[config.mk]
export PLATFORM = sky130hd
export DESIGN_NAME = nibble_serial_adder_flat
export DESIGN_NICKNAME = d
export VERILOG_FILES = /design/src/rtl/nibble_serial_adder_if.sv /design/src/rtl/nibble_serial_adder.sv /design/src/flat_wrapper.sv
export SDC_FILE = /design/constraint.sdc
export NUM_CORES = 1
export LEC_CHECK = 0
export BUFFER_PORTS_ARGS = -buffer_cell sky130_fd_sc_hd__buf_4
export CORE_ASPECT_RATIO = 0.6
export CORE_MARGIN = 1.5
export CORE_UTILIZATION = 58
export CTS_CLUSTER_SIZE = 10
export DETAILED_ROUTE_END_ITERATION = 8
export PLACE_DENSITY_LB_ADDON = 0.3
export SLEW_MARGIN = 20
export SYNTH_ARGS = -nofsm -noshare
export SYNTH_HDL_FRONTEND = slang
export SYNTH_SLANG_ARGS = --single-unit
[constraint.sdc]
create_clock -name clk -period 3.6 [get_ports clk]
set_clock_uncertainty 0.05 [all_clocks]
set_input_delay 0.36 -clock clk [delete_from_list [all_inputs] [get_ports clk]]
set_output_delay 0.36 -clock clk [all_outputs]
set_load 0.005 [all_outputs]
[src/rtl/nibble_serial_adder_if.sv]
// Operand/result handshake bundle for the nibble serial adder.
interface nibble_serial_adder_if #(
  parameter int WIDTH = 16
);
  logic             in_valid;
  logic             in_ready;
  logic [WIDTH-1:0] a;
  logic [WIDTH-1:0] b;
  logic             c_in;
  logic             out_valid;
  logic             out_ready;
  logic [WIDTH-1:0] sum;
  logic             c_out;
  logic             overflow;

  modport master (
    output in_valid, a, b, c_in, out_ready,
    input  in_ready, out_valid, sum, c_out, overflow
  );

  modport slave (
    input  in_valid, a, b, c_in, out_ready,
    output in_ready, out_valid, sum, c_out, overflow
  );
endinterface

[src/rtl/nibble_serial_adder.sv]
// Multi-word adder: latches operands, adds one nibble per cycle LSB first
// with a registered ripple carry, then holds the result until consumed.
module nibble_serial_adder #(
  parameter int WIDTH = 16
) (
  input logic                clk,
  input logic                rst,
  nibble_serial_adder_if.slave bus
);
  localparam int NIBBLES = WIDTH / 4;
  localparam int IDX_W   = (NIBBLES > 1) ? $clog2(NIBBLES) : 1;

  typedef enum logic [1:0] {
    IDLE = 2'd0,
    RUN  = 2'd1,
    DONE = 2'd2
  } state_t;

  state_t           state;
  state_t           state_next;
  logic [WIDTH-1:0] a_reg;
  logic [WIDTH-1:0] b_reg;
  logic [WIDTH-1:0] sum_reg;
  logic             carry;
  logic [IDX_W-1:0] idx;
  logic             c_out_reg;
  logic             ovf_reg;
  logic [4:0]       nib_sum;
  logic [3:0]       low3_sum;
  logic             idx_valid;
  logic             idx_last;

  // Current nibble add; operands are shifted right each step so the active
  // nibble is always at [3:0]. low3_sum[3] is the carry into the nibble MSB.
  always_comb begin
    nib_sum   = {1'b0, a_reg[3:0]} + {1'b0, b_reg[3:0]} + {4'b0, carry};
    low3_sum  = {1'b0, a_reg[2:0]} + {1'b0, b_reg[2:0]} + {3'b0, carry};
    idx_valid = (32'(idx) < NIBBLES);
    idx_last  = (32'(idx) == NIBBLES - 1);
  end

  // State register.
  always_ff @(posedge clk) begin
    if (rst) state <= IDLE;
    else     state <= state_next;
  end

  // Next-state decode.
  always_comb begin
    state_next = state;
    case (state)
      IDLE: if (bus.in_valid) state_next = RUN;
      RUN: begin
        if (!idx_valid)    state_next = IDLE;
        else if (idx_last) state_next = DONE;
      end
      DONE: if (bus.out_ready) state_next = IDLE;
      default: state_next = IDLE;
    endcase
  end

  // Output decode: handshake flags from state, results from registers.
  always_comb begin
    bus.in_ready  = (state == IDLE);
    bus.out_valid = (state == DONE);
    bus.sum       = sum_reg;
    bus.c_out     = c_out_reg;
    bus.overflow  = ovf_reg;
  end

  // Datapath: operand capture, per-nibble sum write-back and carry ripple.
  always_ff @(posedge clk) begin
    if (rst) begin
      a_reg     <= '0;
      b_reg     <= '0;
      sum_reg   <= '0;
      carry     <= 1'b0;
      idx       <= '0;
      c_out_reg <= 1'b0;
      ovf_reg   <= 1'b0;
    end else begin
      case (state)
        IDLE: begin
          if (bus.in_valid) begin
            a_reg <= bus.a;
            b_reg <= bus.b;
            carry <= bus.c_in;
            idx   <= '0;
          end
        end
        RUN: begin
          if (idx_valid) begin
            sum_reg[{idx, 2'b00} +: 4] <= nib_sum[3:0];
            carry <= nib_sum[4];
            a_reg <= a_reg >> 4;
            b_reg <= b_reg >> 4;
            idx   <= idx + 1'b1;
            if (idx_last) begin
              c_out_reg <= nib_sum[4];
              ovf_reg   <= low3_sum[3] ^ nib_sum[4];
            end
          end
        end
        default: ;
      endcase
    end
  end
endmodule
[src/flat_wrapper.sv]
// flat-port wrapper written by rule: the top's interface ports become plain ports
module nibble_serial_adder_flat 
#(
  parameter int WIDTH = 16
)
  (clk, rst, bus_in_valid, bus_a, bus_b, bus_c_in, bus_out_ready, bus_in_ready, bus_out_valid, bus_sum, bus_c_out, bus_overflow);
  nibble_serial_adder_if #(.WIDTH(WIDTH)) bus_i ();
  input logic clk;
  input logic rst;
  input wire logic [$bits(bus_i.in_valid)-1:0] bus_in_valid;
  input wire logic [$bits(bus_i.a)-1:0] bus_a;
  input wire logic [$bits(bus_i.b)-1:0] bus_b;
  input wire logic [$bits(bus_i.c_in)-1:0] bus_c_in;
  input wire logic [$bits(bus_i.out_ready)-1:0] bus_out_ready;
  output wire logic [$bits(bus_i.in_ready)-1:0] bus_in_ready;
  output wire logic [$bits(bus_i.out_valid)-1:0] bus_out_valid;
  output wire logic [$bits(bus_i.sum)-1:0] bus_sum;
  output wire logic [$bits(bus_i.c_out)-1:0] bus_c_out;
  output wire logic [$bits(bus_i.overflow)-1:0] bus_overflow;
  assign bus_i.in_valid = bus_in_valid;
  assign bus_i.a = bus_a;
  assign bus_i.b = bus_b;
  assign bus_i.c_in = bus_c_in;
  assign bus_i.out_ready = bus_out_ready;
  assign bus_in_ready = bus_i.in_ready;
  assign bus_out_valid = bus_i.out_valid;
  assign bus_sum = bus_i.sum;
  assign bus_c_out = bus_i.c_out;
  assign bus_overflow = bus_i.overflow;
  nibble_serial_adder #(.WIDTH(WIDTH)) u_core (.clk(clk), .rst(rst), .bus(bus_i));
endmodule
**Word level (Yosys, flattened, before mapping)**

Index checks and enable logic that the tools add are counted.

- $add $sub $neg: 6
- Equality and inequality tests: 6
- Shift operators: 2
- Muxes and demuxes: 13
- Bitwise operators: 1
- Reductions and logical operators: 5

Operator list:

| kind | count |
|---|---|
| 16-bit one-hot mux with 2 select lines | 2 |
| 16-bit 2-to-1 mux | 2 |
| 16-bit bitwise mux | 1 |
| 4-bit by 6-bit variable shift with 16-bit output (first input constant) | 1 |
| 4-bit by 6-bit indexed part select with 16-bit output | 1 |
| 2-bit 2-to-1 mux | 4 |
| 4-bit negator with 6-bit output | 1 |
| 2-bit one-hot mux with 3 select lines | 1 |
| 4-bit by 4-bit adder with 5-bit output | 1 |
| 5-bit by 1-bit adder with 5-bit output | 1 |
| 3-bit by 3-bit adder with 4-bit output | 1 |
| 4-bit by 1-bit adder with 4-bit output | 1 |
| 2-bit equality test (second input constant) | 2 |
| 2-bit != test (second input constant) | 2 |
| 2-bit one-hot mux with 2 select lines | 1 |
| 2-bit AND reduction | 2 |
| 3-bit AND reduction | 1 |
| 2-bit by 1-bit adder with 2-bit output (second input constant) | 1 |
| 2-bit by 1-bit equality test with 1-bit output (second input constant) | 1 |
| 2-bit logical NOT | 1 |
| 2-bit by 1-bit != test with 1-bit output (second input constant) | 1 |
| 1-bit one-hot mux with 2 select lines | 1 |
| 2-bit nonzero test | 1 |
| 1-bit 2-to-1 mux | 1 |
| 1-bit bitwise XOR | 1 |

- Flip-flop bits (word level): 55
- Input port bits: 37
- Output and inout port bits: 20
- Word-level logic and storage cells: 41

**Depth between registers and ports, before layout**

- Word-level depth: 4
- Depth in mapped cells: 8
- Mapped depth without buffers: 6

**Worst setup path after synthesis**

Ideal clock, no wire load.

- Path kind: flip-flop to flip-flop
- Start: register u_core.carry
- End: register u_core.ovf_reg, in the netlist u_core.bus.overflow
- Arrival: 1.890 ns
- Required time: 3.459 ns
- Slack: 1.569 ns
- Cell stages (with the launch flop): 7
- Clock period less this slack: 2.031 ns
- Cells stage by stage: dfxtp_1 fa_1 fa_1 a21o_1 a21oi_1 xor2_1 a311oi_1

- Longest elaborated chain between the ends: 2
- Elaborated cells on any way between the ends: 3
- Those cells by class: add/sub: 2; bitwise: 1

RTL lines:

| item | line | text |
|---|---|---|
| from (decl) | nibble_serial_adder.sv:24 | `logic carry;` |
| from (signal assigned) | nibble_serial_adder.sv:87 | `carry <= bus.c_in;` |
| from (signal assigned) | nibble_serial_adder.sv:94 | `carry <= nib_sum[4];` |
| 5-bit by 1-bit adder with 5-bit output / 4-bit by 1-bit adder with 4-bit output (equally long branches) | nibble_serial_adder.sv:36, nibble_serial_adder.sv:37 |  |
| 1-bit bitwise XOR (*) | nibble_serial_adder.sv:100 | `ovf_reg <= low3_sum[3] ^ nib_sum[4];` |
| to (signal assigned) | nibble_serial_adder.sv:100 |  |
| to (decl) | nibble_serial_adder.sv:27 | `logic ovf_reg;` |

Every way passes the cells marked *; elsewhere a longest branch is shown, timed or not.
A chain may end at the register's enable or synchronous reset.

**Worst setup path after layout**

Same ends and word-level chain as after synthesis.

==> results.toml <==
[cts]
cts_buffers = 5
clockBufferDepth = 2
cts_resized = 0
clock-sinks = 55
h-tree-depth = 2
cts_tree = "done"
root_buffer = "clkbuf_8"
clk_latency_ps = 310
clkTransAtPathRegs_ps = 90
cts_setup_buffers = 0
hold_buffers = 0

[die]
start_util_pct = 62.3
core_area_mm2 = 0.00426
num_io_pins = 57
die-area_mm2 = 0.00500
fp.dieH_um = 55.4
die_w_um = 90.3
rows = 18

[power_and_ir_drop]
p_leak_nw = 1.34
power_mw = 1.24
powerDensity_mw_per_mm2 = 396
ir_worst_vdd_uv = 220

[sta]
final_hold_viol_count = 0
fmax_mhz = 433
drv_slew = 0
setup_slack_ps = 1290
finalHoldWorstSlack_ps = 232
min_period_ps = 2310
rsz0062_at_grt = "false"
slew_headroom_pct = 54.6
min_period_over_period_pct = 64.2
setup_viol = 0
finalSetupTns_ps = 0
max_slew.worst_pin.slew_ps = 680

[critical_path]
path_class = "reg -> reg"
worstReg2RegStart = "u_core.carry"
crit_start = "u_core.carry"
crit_fanout = 3
startpoint_type = "flop"
crit_arrival_ps = 2480
endpoint_kind = "flop"
r2r_cells = 6
worstPathRequired_ps = 3770

[cells_and_area]
syn_to_final_growth_pct = 18.2
drive_gt1_share_pct = 26.1
n_antenna_cell = 0
final_util_pct = 73.7
final_cell_area_mm2 = 0.00314
layout.nets = 385
final_cells = 397
fillerInstances = 342

[grt]
gr-total-overflow = 0
grt_pass1_vias = 2070
grt_pass1_wl_um = 9900
antenna_found_initial = 0
track_usage_pct = 24.8
grt_max_degree = 56

[yosys]
yosys_warnings = 0
synth_area_mm2 = 0.00265
ys.flop_type = "dfxtp_1"
synthArstFlopShare_pct = 0
synth_edf_count = 0
ys_seq_area_share_pct = 41.5
ys_types = 37
syn_inst = 292
syn-mean-instance-area_um2 = 9.09
synthesis.nets = 340
ys_ff_latch = 55

[route]
vias_per_cell = 5.57
vias = 2213
finalWirelength_um = 5900
postRouteAntennaNets = 0
drtIter0Drc = 148
wl_per_cell_um = 14.9
drt_first_pass_iters = 4
post-route-drc-count = 0

[worst_hold_path]
hold_depth = 3
min_from = "bus_a[13]"
worstHoldPathType = "in -> reg"

[status]
status = "finished clean"

[placement]
dp_slack_ps = 1340
gp_congestion = 0.837
io_buffers = 56
placed_cell_area_mm2 = 0.00305
hpwl_um = 4090
dp_cells = 390

[flow_run]
drv_cap = 0
[kinds of logic after synthesis]
group	synth area share [%]
AND/OR/NAND/NOR	20.2
AO/OA/AOI/OAI	21.9
flip-flops	41.5
buffers and inverters	5.80
multiplexers	4.15
adder cells (fa/ha/maj)	5.75
XOR/XNOR	0.660
[power breakdown]
part | switching, mW | internal, mW
clock network | 0.193 | 0.151
registers | 0.0298 | 0.642
logic | 0.121 | 0.103
[cells in the mapped netlist, types with 5 or more instances]
master / number / area [µm²]
nor2_1: 59 / 221
dfxtp_1: 55 / 1100
nand2_1: 30 / 113
a21oi_1: 18 / 90.1
a22oi_1: 17 / 128
a211oi_1: 11 / 82.6
mux2i_1: 11 / 110
a311oi_2: 10 / 150
clkbuf_1: 9 / 33.8
ha_1: 9 / 113
nor2b_1: 8 / 50.1
buf_2: 6 / 30.0
inv_1: 6 / 22.5
a2bb2oi_1: 5 / 43.8
[layer usage]
metal	wire, µm	GRT usage (%)	up-vias
li1	-	-	1114
met1	2970	34.9	1028
met2	2580	38.5	61
met3	254	4.82	10
met4	89	7.48	0
met5	0	0	-
[area by class of cell]
type	instances	area [µm²]	area share, %
timing repair buffer	60	450	14.4
tap	60	75.1	2.39
clock inverter	1	5.00	0.160
inverter	6	22.5	0.718
clock buffer	6	82.6	2.63
multi-input combinational	209	1400	44.6
sequential	55	1100	35.1
[final timing paths]
check / slack (ps) / end
worst max-delay path: 1290 / u_core.bus.overflow
worst min-delay path: 230 / u_core.a_reg[13]
worst max register to register: 1290 / u_core.bus.overflow
worst min register to register: 410 / u_core.bus.sum[11]
[critical path, stage by stage, from the launching register on]
cell      delay [ps]
dfxtp_1          350
fa_1             490
fa_1             430
a21o_1           200
a21oi_1          320
xor2_1           120
a311oi_1         260
[cells in the final DEF (no fill, tap or decap), types with 3 or more instances in the layout]
cell	n
a22oi_1	17
mux2i_1	11
a211oi_1	11
a311oi_2	10
buf_4	60
dfxtp_1	55
a2bb2oi_1	5
o221a_2	3
ha_1	9
nor2b_1	8
inv_1	6
nand2_1	30
clkbuf_8	6
nor2_1	59
a21oi_1	18
nor3_1	3
nand3_1	3
Power figures use the tool's default switching activity.
